==> src/rtl/l3_pkg.sv <==
// l3_pkg: shared definitions for the L3 command master.
//   - l3_state_e   : command master FSM state encoding
//   - L3_DW        : L3 data-path width in bits
//   - TO_RESP_DEF  : response code reported to the host when a command times out
package l3_pkg;

    localparam int L3_DW = 32;

    localparam logic [7:0] TO_RESP_DEF = 8'hE0;

    typedef enum logic [2:0] {
        ST_IDLE = 3'd0,
        ST_CMD  = 3'd1,
        ST_WR   = 3'd2,
        ST_WAIT = 3'd3,
        ST_RESP = 3'd4
    } l3_state_e;

endpackage

==> src/rtl/l3_cmd_master_if.sv <==
// l3_cmd_master_if: core-facing L3 command bus.
//   master modport (command master): drives the command strobe/fields, the
//     write-data stream and the read/response ready signals; receives write
//     ready, read words and the core response.
//   slave modport (session-key / crypto core side): the mirror image.
interface l3_cmd_master_if;
    import l3_pkg::*;

    logic             l3_en;
    logic [7:0]       l3_op;
    logic [15:0]      l3_extend;
    logic [15:0]      l3_size;
    logic [L3_DW-1:0] l3_wd;
    logic             l3_wd_vld;
    logic             core_wd_rdy;
    logic [L3_DW-1:0] core_rd;
    logic             core_rd_vld;
    logic             l3_rd_rdy;
    logic [7:0]       core_resp;
    logic             core_resp_vld;
    logic             resp_rdy;

    modport master (
        output l3_en, l3_op, l3_extend, l3_size, l3_wd, l3_wd_vld,
        output l3_rd_rdy, resp_rdy,
        input  core_wd_rdy, core_rd, core_rd_vld, core_resp, core_resp_vld
    );

    modport slave (
        input  l3_en, l3_op, l3_extend, l3_size, l3_wd, l3_wd_vld,
        input  l3_rd_rdy, resp_rdy,
        output core_wd_rdy, core_rd, core_rd_vld, core_resp, core_resp_vld
    );

endinterface

==> src/rtl/l3m_rd_fifo.sv <==
// l3m_rd_fifo: synchronous read-data FIFO for the L3 command master.
//   clk, rst_n : clock, asynchronous active-low reset
//   flush      : synchronous flush (empties the FIFO)
//   push/wdata : write side; a push on a full FIFO is taken only when a pop
//                happens in the same cycle (count then stays unchanged)
//   pop/rdata  : read side; rdata is the FIFO head, a pop on empty is ignored
//   full/empty : occupancy flags
module l3m_rd_fifo
    import l3_pkg::*;
#(
    parameter int DEPTH = 4,
    parameter int DW    = L3_DW
) (
    input  logic          clk,
    input  logic          rst_n,
    input  logic          flush,
    input  logic          push,
    input  logic [DW-1:0] wdata,
    input  logic          pop,
    output logic [DW-1:0] rdata,
    output logic          full,
    output logic          empty
);

    localparam int AW = $clog2(DEPTH);
    localparam int CW = AW + 1;

    logic [DW-1:0] mem_r [DEPTH];
    logic [AW-1:0] wr_ptr_r;
    logic [AW-1:0] rd_ptr_r;
    logic [CW-1:0] count_r;
    logic          push_ok_s;
    logic          pop_ok_s;

    assign full  = (count_r == CW'(DEPTH));
    assign empty = (count_r == {CW{1'b0}});
    assign rdata = mem_r[rd_ptr_r];

    // When full, the slot being written is the one being popped this cycle.
    assign pop_ok_s  = pop & ~empty;
    assign push_ok_s = push & (~full | pop_ok_s);

    // Storage array write port.
    always_ff @(posedge clk or negedge rst_n) begin
        if (!rst_n) begin
            for (int i = 0; i < DEPTH; i++) begin
                mem_r[i] <= {DW{1'b0}};
            end
        end else if (push_ok_s && !flush) begin
            mem_r[wr_ptr_r] <= wdata;
        end
    end

    // Pointers and occupancy count; pointers wrap naturally (DEPTH is 2^AW).
    always_ff @(posedge clk or negedge rst_n) begin
        if (!rst_n) begin
            wr_ptr_r <= {AW{1'b0}};
            rd_ptr_r <= {AW{1'b0}};
            count_r  <= {CW{1'b0}};
        end else if (flush) begin
            wr_ptr_r <= {AW{1'b0}};
            rd_ptr_r <= {AW{1'b0}};
            count_r  <= {CW{1'b0}};
        end else begin
            if (push_ok_s) begin
                wr_ptr_r <= wr_ptr_r + AW'(1);
            end
            if (pop_ok_s) begin
                rd_ptr_r <= rd_ptr_r + AW'(1);
            end
            case ({push_ok_s, pop_ok_s})
                2'b10:   count_r <= count_r + CW'(1);
                2'b01:   count_r <= count_r - CW'(1);
                default: count_r <= count_r;
            endcase
        end
    end

endmodule

==> src/rtl/l3_cmd_master.sv <==
// l3_cmd_master: initiator side of the L3 command interface.
// Takes one host command at a time, issues a one-cycle l3_en strobe with the
// latched op/extend/size, streams the write words, buffers returned read
// words and hands the core response back to the host after all read data.
//   clk, rst_n     : clock, asynchronous active-low reset
//   clr            : synchronous abort (back to IDLE, FIFO flushed, response dropped)
//   req_*          : host command handshake and fields
//   host_wd*       : host write-data stream
//   host_rd*       : buffered read data (FIFO head)
//   host_resp*     : response code to the host
//   busy           : a command is in progress
//   l3             : core-side L3 bus (master modport)
module l3_cmd_master
    import l3_pkg::*;
#(
    parameter int         RD_DEPTH  = 4,
    parameter int         TO_CYCLES = 1024,
    parameter logic [7:0] TO_RESP   = TO_RESP_DEF
) (
    input  logic             clk,
    input  logic             rst_n,
    input  logic             clr,
    input  logic             req_vld,
    output logic             req_rdy,
    input  logic [7:0]       req_op,
    input  logic [15:0]      req_extend,
    input  logic [15:0]      req_size,
    input  logic [L3_DW-1:0] host_wd,
    input  logic             host_wd_vld,
    output logic             host_wd_rdy,
    output logic [L3_DW-1:0] host_rd,
    output logic             host_rd_vld,
    input  logic             host_rd_rdy,
    output logic [7:0]       host_resp,
    output logic             host_resp_vld,
    input  logic             host_resp_rdy,
    output logic             busy,
    l3_cmd_master_if.master  l3
);

    localparam int            TW      = $clog2(TO_CYCLES);
    localparam logic [TW-1:0] TO_LAST = TW'(TO_CYCLES - 1);

    l3_state_e        state_r;
    l3_state_e        state_s;
    logic [7:0]       op_r;
    logic [15:0]      extend_r;
    logic [15:0]      size_r;
    logic [15:0]      wcnt_r;
    logic [TW-1:0]    tcnt_r;
    logic [7:0]       resp_r;
    logic             req_rdy_r;

    logic             req_hs_s;
    logic             wd_hs_s;
    logic             rd_hs_s;
    logic             resp_in_s;
    logic             host_resp_hs_s;
    logic             any_hs_s;
    logic             timed_s;
    logic             timeout_s;

    logic             fifo_pop_s;
    logic             fifo_full_s;
    logic             fifo_empty_s;
    logic [L3_DW-1:0] fifo_head_s;

    // Handshake qualifiers; each is only meaningful in its own state.
    assign req_hs_s       = (state_r == ST_IDLE) & req_rdy_r & req_vld;
    assign wd_hs_s        = (state_r == ST_WR) & host_wd_vld & l3.core_wd_rdy;
    assign rd_hs_s        = (state_r == ST_WAIT) & l3.core_rd_vld & ~fifo_full_s;
    assign resp_in_s      = (state_r == ST_WAIT) & l3.core_resp_vld;
    assign host_resp_hs_s = (state_r == ST_RESP) & fifo_empty_s & host_resp_rdy;
    assign any_hs_s       = wd_hs_s | rd_hs_s | resp_in_s;

    // A handshake in the final cycle counts as progress and beats the timeout.
    assign timed_s   = (state_r == ST_WR) | (state_r == ST_WAIT);
    assign timeout_s = timed_s & (tcnt_r == TO_LAST) & ~any_hs_s;

    // Next-state logic.
    always_comb begin
        state_s = state_r;
        if (clr) begin
            state_s = ST_IDLE;
        end else begin
            case (state_r)
                ST_IDLE: begin
                    if (req_hs_s) begin
                        state_s = ST_CMD;
                    end else begin
                        state_s = ST_IDLE;
                    end
                end
                ST_CMD: begin
                    if (size_r != 16'd0) begin
                        state_s = ST_WR;
                    end else begin
                        state_s = ST_WAIT;
                    end
                end
                ST_WR: begin
                    if (timeout_s) begin
                        state_s = ST_RESP;
                    end else if (wd_hs_s && (wcnt_r == 16'd1)) begin
                        state_s = ST_WAIT;
                    end else begin
                        state_s = ST_WR;
                    end
                end
                ST_WAIT: begin
                    if (resp_in_s || timeout_s) begin
                        state_s = ST_RESP;
                    end else begin
                        state_s = ST_WAIT;
                    end
                end
                ST_RESP: begin
                    if (host_resp_hs_s) begin
                        state_s = ST_IDLE;
                    end else begin
                        state_s = ST_RESP;
                    end
                end
                default: state_s = ST_IDLE;
            endcase
        end
    end

    // FSM state register.
    always_ff @(posedge clk or negedge rst_n) begin
        if (!rst_n) begin
            state_r <= ST_IDLE;
        end else begin
            state_r <= state_s;
        end
    end

    // req_rdy is registered so it stays low while reset is asserted.
    always_ff @(posedge clk or negedge rst_n) begin
        if (!rst_n) begin
            req_rdy_r <= 1'b0;
        end else begin
            req_rdy_r <= (state_s == ST_IDLE);
        end
    end

    // Command fields latched on acceptance and held for the core.
    always_ff @(posedge clk or negedge rst_n) begin
        if (!rst_n) begin
            op_r     <= 8'd0;
            extend_r <= 16'd0;
            size_r   <= 16'd0;
        end else if (clr) begin
            op_r     <= 8'd0;
            extend_r <= 16'd0;
            size_r   <= 16'd0;
        end else if (req_hs_s) begin
            op_r     <= req_op;
            extend_r <= req_extend;
            size_r   <= req_size;
        end else begin
            op_r     <= op_r;
            extend_r <= extend_r;
            size_r   <= size_r;
        end
    end

    // Remaining write words.
    always_ff @(posedge clk or negedge rst_n) begin
        if (!rst_n) begin
            wcnt_r <= 16'd0;
        end else if (clr) begin
            wcnt_r <= 16'd0;
        end else if (req_hs_s) begin
            wcnt_r <= req_size;
        end else if (wd_hs_s) begin
            wcnt_r <= wcnt_r - 16'd1;
        end else begin
            wcnt_r <= wcnt_r;
        end
    end

    // Inactivity counter: restarts on any state change or handshake.
    always_ff @(posedge clk or negedge rst_n) begin
        if (!rst_n) begin
            tcnt_r <= {TW{1'b0}};
        end else if (clr || (state_s != state_r) || any_hs_s || !timed_s) begin
            tcnt_r <= {TW{1'b0}};
        end else begin
            tcnt_r <= tcnt_r + TW'(1);
        end
    end

    // Response holding register: core response or the timeout code.
    always_ff @(posedge clk or negedge rst_n) begin
        if (!rst_n) begin
            resp_r <= 8'd0;
        end else if (clr) begin
            resp_r <= 8'd0;
        end else if (timeout_s) begin
            resp_r <= TO_RESP;
        end else if (resp_in_s) begin
            resp_r <= l3.core_resp;
        end else begin
            resp_r <= resp_r;
        end
    end

    assign fifo_pop_s = ~fifo_empty_s & host_rd_rdy;

    l3m_rd_fifo #(
        .DEPTH (RD_DEPTH),
        .DW    (L3_DW)
    ) u_rd_fifo (
        .clk   (clk),
        .rst_n (rst_n),
        .flush (clr),
        .push  (rd_hs_s),
        .wdata (l3.core_rd),
        .pop   (fifo_pop_s),
        .rdata (fifo_head_s),
        .full  (fifo_full_s),
        .empty (fifo_empty_s)
    );

    // Outputs are decoded from registered state; write data passes through in WR.
    assign req_rdy       = req_rdy_r;
    assign busy          = (state_r != ST_IDLE);
    assign host_wd_rdy   = (state_r == ST_WR) & l3.core_wd_rdy;
    assign host_rd_vld   = ~fifo_empty_s;
    assign host_rd       = fifo_empty_s ? {L3_DW{1'b0}} : fifo_head_s;
    assign host_resp_vld = (state_r == ST_RESP) & fifo_empty_s;
    assign host_resp     = resp_r;

    assign l3.l3_en      = (state_r == ST_CMD);
    assign l3.l3_op      = op_r;
    assign l3.l3_extend  = extend_r;
    assign l3.l3_size    = size_r;
    assign l3.l3_wd      = (state_r == ST_WR) ? host_wd : {L3_DW{1'b0}};
    assign l3.l3_wd_vld  = (state_r == ST_WR) & host_wd_vld;
    assign l3.l3_rd_rdy  = (state_r == ST_WAIT) & ~fifo_full_s;
    assign l3.resp_rdy   = (state_r == ST_WAIT);

endmodule

==> src/flat_wrapper.sv <==
// flat-port wrapper written by rule: the top's interface ports become plain ports
module l3_cmd_master_flat import l3_pkg::*;
#(
    parameter int         RD_DEPTH  = 4,
    parameter int         TO_CYCLES = 1024,
    parameter logic [7:0] TO_RESP   = TO_RESP_DEF
)
  (clk, rst_n, clr, req_vld, req_rdy, req_op, req_extend, req_size, host_wd, host_wd_vld, host_wd_rdy, host_rd, host_rd_vld, host_rd_rdy, host_resp, host_resp_vld, host_resp_rdy, busy, l3_l3_en, l3_l3_op, l3_l3_extend, l3_l3_size, l3_l3_wd, l3_l3_wd_vld, l3_l3_rd_rdy, l3_resp_rdy, l3_core_wd_rdy, l3_core_rd, l3_core_rd_vld, l3_core_resp, l3_core_resp_vld);
  l3_cmd_master_if l3_i ();
  input  logic clk;
  input  logic rst_n;
  input  logic clr;
  input  logic req_vld;
  output logic req_rdy;
  input  logic [7:0] req_op;
  input  logic [15:0] req_extend;
  input  logic [15:0] req_size;
  input  logic [L3_DW-1:0] host_wd;
  input  logic host_wd_vld;
  output logic host_wd_rdy;
  output logic [L3_DW-1:0] host_rd;
  output logic host_rd_vld;
  input  logic host_rd_rdy;
  output logic [7:0] host_resp;
  output logic host_resp_vld;
  input  logic host_resp_rdy;
  output logic busy;
  output wire logic [$bits(l3_i.l3_en)-1:0] l3_l3_en;
  output wire logic [$bits(l3_i.l3_op)-1:0] l3_l3_op;
  output wire logic [$bits(l3_i.l3_extend)-1:0] l3_l3_extend;
  output wire logic [$bits(l3_i.l3_size)-1:0] l3_l3_size;
  output wire logic [$bits(l3_i.l3_wd)-1:0] l3_l3_wd;
  output wire logic [$bits(l3_i.l3_wd_vld)-1:0] l3_l3_wd_vld;
  output wire logic [$bits(l3_i.l3_rd_rdy)-1:0] l3_l3_rd_rdy;
  output wire logic [$bits(l3_i.resp_rdy)-1:0] l3_resp_rdy;
  input wire logic [$bits(l3_i.core_wd_rdy)-1:0] l3_core_wd_rdy;
  input wire logic [$bits(l3_i.core_rd)-1:0] l3_core_rd;
  input wire logic [$bits(l3_i.core_rd_vld)-1:0] l3_core_rd_vld;
  input wire logic [$bits(l3_i.core_resp)-1:0] l3_core_resp;
  input wire logic [$bits(l3_i.core_resp_vld)-1:0] l3_core_resp_vld;
  assign l3_l3_en = l3_i.l3_en;
  assign l3_l3_op = l3_i.l3_op;
  assign l3_l3_extend = l3_i.l3_extend;
  assign l3_l3_size = l3_i.l3_size;
  assign l3_l3_wd = l3_i.l3_wd;
  assign l3_l3_wd_vld = l3_i.l3_wd_vld;
  assign l3_l3_rd_rdy = l3_i.l3_rd_rdy;
  assign l3_resp_rdy = l3_i.resp_rdy;
  assign l3_i.core_wd_rdy = l3_core_wd_rdy;
  assign l3_i.core_rd = l3_core_rd;
  assign l3_i.core_rd_vld = l3_core_rd_vld;
  assign l3_i.core_resp = l3_core_resp;
  assign l3_i.core_resp_vld = l3_core_resp_vld;
  l3_cmd_master #(.RD_DEPTH(RD_DEPTH), .TO_CYCLES(TO_CYCLES), .TO_RESP(TO_RESP)) u_core (.clk(clk), .rst_n(rst_n), .clr(clr), .req_vld(req_vld), .req_rdy(req_rdy), .req_op(req_op), .req_extend(req_extend), .req_size(req_size), .host_wd(host_wd), .host_wd_vld(host_wd_vld), .host_wd_rdy(host_wd_rdy), .host_rd(host_rd), .host_rd_vld(host_rd_vld), .host_rd_rdy(host_rd_rdy), .host_resp(host_resp), .host_resp_vld(host_resp_vld), .host_resp_rdy(host_resp_rdy), .busy(busy), .l3(l3_i));
endmodule
==> config.mk <==
export PLATFORM = sky130hd
export DESIGN_NAME = l3_cmd_master_flat
export DESIGN_NICKNAME = d
export VERILOG_FILES = /design/src/rtl/l3_pkg.sv /design/src/rtl/l3_cmd_master_if.sv /design/src/rtl/l3m_rd_fifo.sv /design/src/rtl/l3_cmd_master.sv /design/src/flat_wrapper.sv
export SDC_FILE = /design/constraint.sdc
export NUM_CORES = 1
export LEC_CHECK = 0
export CAP_MARGIN = 40
export CORE_MARGIN = 1.5
export CORE_UTILIZATION = 40
export DETAILED_ROUTE_END_ITERATION = 12
export GPL_ROUTABILITY_DRIVEN = 0
export PLACE_DENSITY_LB_ADDON = 0.25
export SETUP_SLACK_MARGIN = 0.15
export SYNTH_ARGS = -nofsm -noshare
export SYNTH_HDL_FRONTEND = slang
export SYNTH_SLANG_ARGS = --single-unit
==> constraint.sdc <==
create_clock -name clk -period 5.37 [get_ports clk]
set_clock_uncertainty 0.05 [all_clocks]
set_input_delay 1.074 -clock clk [delete_from_list [all_inputs] [get_ports clk]]
set_output_delay 1.074 -clock clk [all_outputs]
set_load 0.02 [all_outputs]
**Word-level counts from Yosys, hierarchy flattened**

Cells that the tools add are included.

- Add/sub/neg operators: 6
- $lt $le $gt $ge: 3
- Eq/ne operators: 10
- Muxes and demuxes: 35
- Bitwise gates (word level): 25
- Reductions and logical operators: 20

Operator list:

| operator | count |
|---|---|
| 32-bit 2-to-1 mux | 5 |
| 128-bit bitwise mux | 1 |
| 16-bit 2-to-1 mux | 7 |
| 32-bit binary-select mux with 2-bit select | 1 |
| 32-bit demux with 2-bit select | 1 |
| 8-bit 2-to-1 mux | 5 |
| 1-bit bitwise AND | 16 |
| 16-bit by 1-bit equality test with 1-bit output (second input constant) | 1 |
| 16-bit nonzero test | 1 |
| 16-bit by 1-bit subtractor with 16-bit output (second input constant) | 1 |
| 3-bit 2-to-1 mux | 5 |
| 3-bit one-hot mux with 5 select lines | 1 |
| 3-bit nonzero test | 4 |
| 10-bit by 1-bit adder with 10-bit output (second input constant) | 1 |
| 10-bit equality test (second input constant) | 1 |
| 10-bit 2-to-1 mux | 1 |
| 3-bit zero test | 3 |
| 2-bit 2-to-1 mux | 4 |
| 3-bit by 2-bit equality test with 1-bit output (second input constant) | 2 |
| 3-bit equality test (second input constant) | 2 |
| 3-bit >= comparator (second input constant) | 2 |
| 2-bit inverter with 3-bit output | 2 |
| 3-bit one-hot mux with 2 select lines | 1 |
| 2-bit nonzero test | 3 |
| other kinds (14) | 28 |

- Bits in registers: 213
- Input port bits: 122
- Output and inout bits: 121

**Longest topological paths before layout**

- Depth after elaboration: 16
- Mapped depth: 8

**Cells and area by module**

Synthesis repeated with hierarchy kept, for this count alone.

- Cell total of the unflattened synthesis: 844
- Area, all modules: 10,588.9 µm²

By module, submodules not included:

| module | times used | cells an instance | area an instance (µm²) | sequential area each (µm²) |
|---|---|---|---|---|
| l3m_rd_fifo | 1 | 373 | 6,443.7 | 3,378.2 |
| l3_cmd_master | 1 | 471 | 4,145.2 | 1,951.9 |

**Worst setup path after synthesis**

Ideal clock, no wire load.

- Path kind: flip-flop to output port
- From: register u_core.u_rd_fifo.rd_ptr_r[0]
- To: output port host_rd[10]
- Arrival time: 1.688 ns
- Data required time: 4.246 ns
- Slack: 2.558 ns
- Stages on the path, launching flop included: 5
- Path buffers: 2
- Cell sequence: dfrtp_1 -> clkbuf_1 -> buf_2 -> mux4_2 -> and2_1

- Longest elaborated chain between the ends: 5

RTL lines:

| element | RTL line | source |
|---|---|---|
| start: declaration | l3m_rd_fifo.sv:30 | `logic [AW-1:0] rd_ptr_r;` |
| start signal: assignment | l3m_rd_fifo.sv:58 | `rd_ptr_r <= {AW{1'b0}};` |
| start signal: assignment | l3m_rd_fifo.sv:62 | `rd_ptr_r <= {AW{1'b0}};` |
| start signal: assignment | l3m_rd_fifo.sv:69 | `rd_ptr_r <= rd_ptr_r + AW'(1);` |
| 2-bit inverter with 3-bit output (not written as such) | l3m_rd_fifo.sv:37 | `assign rdata = mem_r[rd_ptr_r];` |
| 32-bit binary-select mux with 2-bit select | l3m_rd_fifo.sv:37 |  |
| 32-bit 2-to-1 mux (not written as such) (2 in a row) | l3m_rd_fifo.sv:37 |  |
| 32-bit 2-to-1 mux | l3_cmd_master.sv:231 | `assign host_rd = fifo_empty_s ? {L3_DW{1'b0}} : fifo_head_s;` |
| end: declaration | flat_wrapper.sv:21 | `output logic [L3_DW-1:0] host_rd;` |

Every way passes these cells. The select of a mux whose other input is x is not followed.

**Final worst setup path**

- From: register u_core.u_rd_fifo.rd_ptr_r[0]
- To: output port host_rd[2]

The elaborated chain is that of the path after synthesis.

==> impl_metrics.env <==
export IMPL_status="completed"
export IMPL_fin_ws_ns=1.20
export IMPL_cts_tree="yes"
export IMPL_p_clk_frac=0.342
export IMPL_multi_input_area_sq_um=4870
export IMPL_cts_hold_buf=0
export IMPL_placed_cells=1357
export IMPL_ioPinCount=243
export IMPL_fmaxAchievable_mhz=240
export IMPL_crit_required_ns=4.25
export IMPL_fin_hold_ws_ns=0.433
export IMPL_synth_commonest_cells="dfrtp_1, mux2_4, nand2_1"
export IMPL_seq_power_share=0.416
export IMPL_yosys_area_top_type="dfrtp_1"
export IMPL_rsz0062_at_grt="false"
export IMPL_synth_seq_cells=213
export IMPL_synth_fa_ha_area_frac=0.0102
export IMPL_synthTopCellsByArea="dfrtp_1, mux2_4, mux4_2"
export IMPL_rows=59
export IMPL_cts_resized=0
export IMPL_period_share=0.776
export IMPL_drtIter0Drc=374
export IMPL_wire_per_inst_um=18.0
export IMPL_fillers=2222
export IMPL_htree_levels=1
export IMPL_nNetsFinal=1179
export IMPL_synth_xor_area_frac=0.0215
export IMPL_die_h_um=166
export IMPL_synthArstFlopShare=1.00
export IMPL_port_buffers=242
export IMPL_regArea_sq_um=5330
export IMPL_synth_edf_count=0
export IMPL_maxSlewViolCount=0
export IMPL_drive_gt1_frac=0.203
export IMPL_slew_headroom=0.423
export IMPL_maxCapViolCount=0
export IMPL_worstPathMaxFanout=22
export IMPL_finalSetupTns_ns=0
export IMPL_drc_errors=0
export IMPL_clock_latency_ns=0.51
export IMPL_diodes=0
export IMPL_grt_pass1_wl_um=39400
export IMPL_irDropWorstVdd_mv=0.209
export IMPL_switching_power_w=0.00129
export IMPL_antenna_found_initial=1
export IMPL_grt_pass1_vias=7048
export IMPL_drt_wl_total_um=25200
export IMPL_p_per_area_nw_per_um2=321
export IMPL_synth_top_family_by_area="multiplexers"
export IMPL_initial_core_util=0.407
export IMPL_clock_sinks=213
export IMPL_yosysMostFrequentCell="dfrtp_1"
export IMPL_clockBufferDepth=3
export IMPL_critPathKind="flip-flop to output port"
export IMPL_internal_power_w=0.00318
export IMPL_grt_usage=0.183
export IMPL_grt_ovfl_total=0
export IMPL_p_sw_frac=0.288
export IMPL_drt_first_pass_iters=4
export IMPL_clk_pin_slew_worst_paths_ns=0.06
export IMPL_syn_area_sq_um=10600
export IMPL_die_area_sq_um=27400
export IMPL_cts_root_buffer="clkbuf_16"
export IMPL_drtAntennaViolNets=0
export IMPL_synth_mux_area_fraction=0.250
export IMPL_synth_cells=824
export IMPL_cp_start_kind="flip-flop"
export IMPL_synthSimpleGateAreaFrac=0.134
export IMPL_power_leakage_nw=6.01
export IMPL_syn_to_final_growth_pct=31.6
export IMPL_hold_violations=0
export IMPL_worstMarginPinSlew_ns=0.859
export IMPL_cts_setup_buffers=0
export IMPL_syn_nets=954
export IMPL_hp_class="flip-flop to flip-flop"
export IMPL_fin_cells=1400
export IMPL_ys_warnings_count=0
export IMPL_dp_hpwl_um=16800
export IMPL_fin_crit_ns=4.17
export IMPL_ys_seq_area_frac=0.504
export IMPL_end_kind="output port"
export IMPL_grt_start_max_net_pins=120
export IMPL_yosysTopAreaCellShare=0.504
export IMPL_cts_inserted_buffers=25
export IMPL_yosysUniqueCellTypes=53
export IMPL_core_sq_um=26000
export IMPL_syn_area_per_cell_sq_um=12.8
export IMPL_die_w_um=166
export IMPL_vias=6988
export IMPL_synth_compound_area_frac=0.0443
export IMPL_crit_arrival_ns=3.04
export IMPL_ys_flop_type="dfrtp_1"
export IMPL_preCtsSetupSlack_ns=1.67
export IMPL_vias_per_cell=4.99
export IMPL_setup_violations_final=0
export IMPL_comb_power_share=0.242
cell type report:
class,instances,share of cell area
inverter,8,0.00216
sequential,213,0.383
clock inverter,5,0.00225
tap,335,0.0301
clock buffer,38,0.0499
timing repair buffer,252,0.182
multi-input combinational,549,0.350
registers in the layout, summed over array words and instances (netlist names), 8 cells and up:
name                    cells
u_core.host_resp            8
u_core.l3.l3_size          16
u_core.l3.l3_extend        16
u_core.wcnt_r              16
u_core.l3.l3_op             8
u_core.u_rd_fifo.mem_r    128
u_core.tcnt_r              10
power by group through the flow:
| stage | registers, W | logic (W) | clock network (W) |
|---|---|---|---|
| finish | 0.00186 | 0.00108 | 0.00153 |
| global route | 0.00188 | 0.00117 | 0.00163 |
| CTS | 0.00186 | 0.00110 | 0.00157 |
| detailed placement | 0.00188 | 0.00109 | 0 |
| global placement | 0.00188 | 0.00104 | 0 |
| floorplan | 0.00186 | 0.000624 | 0 |
cells in the final DEF, fill, tap and decap left out, drive strengths merged, types with 4 or more instances in the layout:
master / netlist / routed
clkdlybuf4s50: 0 / 240
mux2: 128 / 128
inv: 8 / 9
nor3: 9 / 9
a31oi: 5 / 5
dfrtp: 213 / 213
buf: 29 / 11
a21oi: 56 / 56
nor4: 8 / 8
or3: 5 / 5
nand4: 4 / 4
nand3: 13 / 13
nor2: 35 / 35
clkbuf: 25 / 39
and2: 71 / 71
a211oi: 8 / 8
and3: 5 / 5
xnor2: 15 / 15
nand2: 108 / 108
xor2: 11 / 11
ha: 7 / 7
o21ai: 4 / 4
mux4: 32 / 32
kinds of logic after synthesis:
logic type	after synthesis
buffers and inverters	62
AOI/OAI and AO/OA	80
DFF	213
adders and majority gates	8
and+or+nand+nor	272
xor gates and xnor gates	26
muxes	163
metal layers:
layer / GRT usage / wire, um / up-vias
li1: - / - / 3308
met1: 0.265 / 11600 / 3492
met2: 0.283 / 11800 / 153
met3: 0.0422 / 1410 / 33
met4: 0.0345 / 393 / 2
met5: 0 / 9 / -
worst paths after layout:
path	slack, ns	start	endpoint	cells after the start
worst max-delay path	1.20	u_core.u_rd_fifo.rd_ptr_r[0]	host_rd[2]	4
max in group asynchronous	3.56	rst_n	u_core.u_rd_fifo.rd_ptr_r[0]	2
min in group asynchronous	0.55	rst_n	u_core.u_rd_fifo.mem_r[79]	1
worst max register to register	2.99	u_core.state_r[0]	u_core.l3.l3_op[4]	5
worst min-delay path	0.43	u_core.u_rd_fifo.mem_r[127]	u_core.u_rd_fifo.mem_r[127]	1
worst min register to register	0.43	u_core.u_rd_fifo.mem_r[127]	u_core.u_rd_fifo.mem_r[127]	1
critical path, cell delays in order (launching register included):
cell,delay (ns)
dfrtp_2,0.86
buf_4,0.40
mux4_2,0.54
and2_1,0.17
clkdlybuf4s50_1,0.53
stage by stage:
stage	util	instance area, sq um	power, W
after detailed placement	0.508	13200	0.00298
after global routing	0.536	13900	0.00468
after floorplan	-	10600	0.00248
after CTS	0.536	13900	0.00453
final	0.536	13900	0.00446
after global placement	0.506	13100	0.00292
Note: power is estimated with default switching activity, not from simulation.
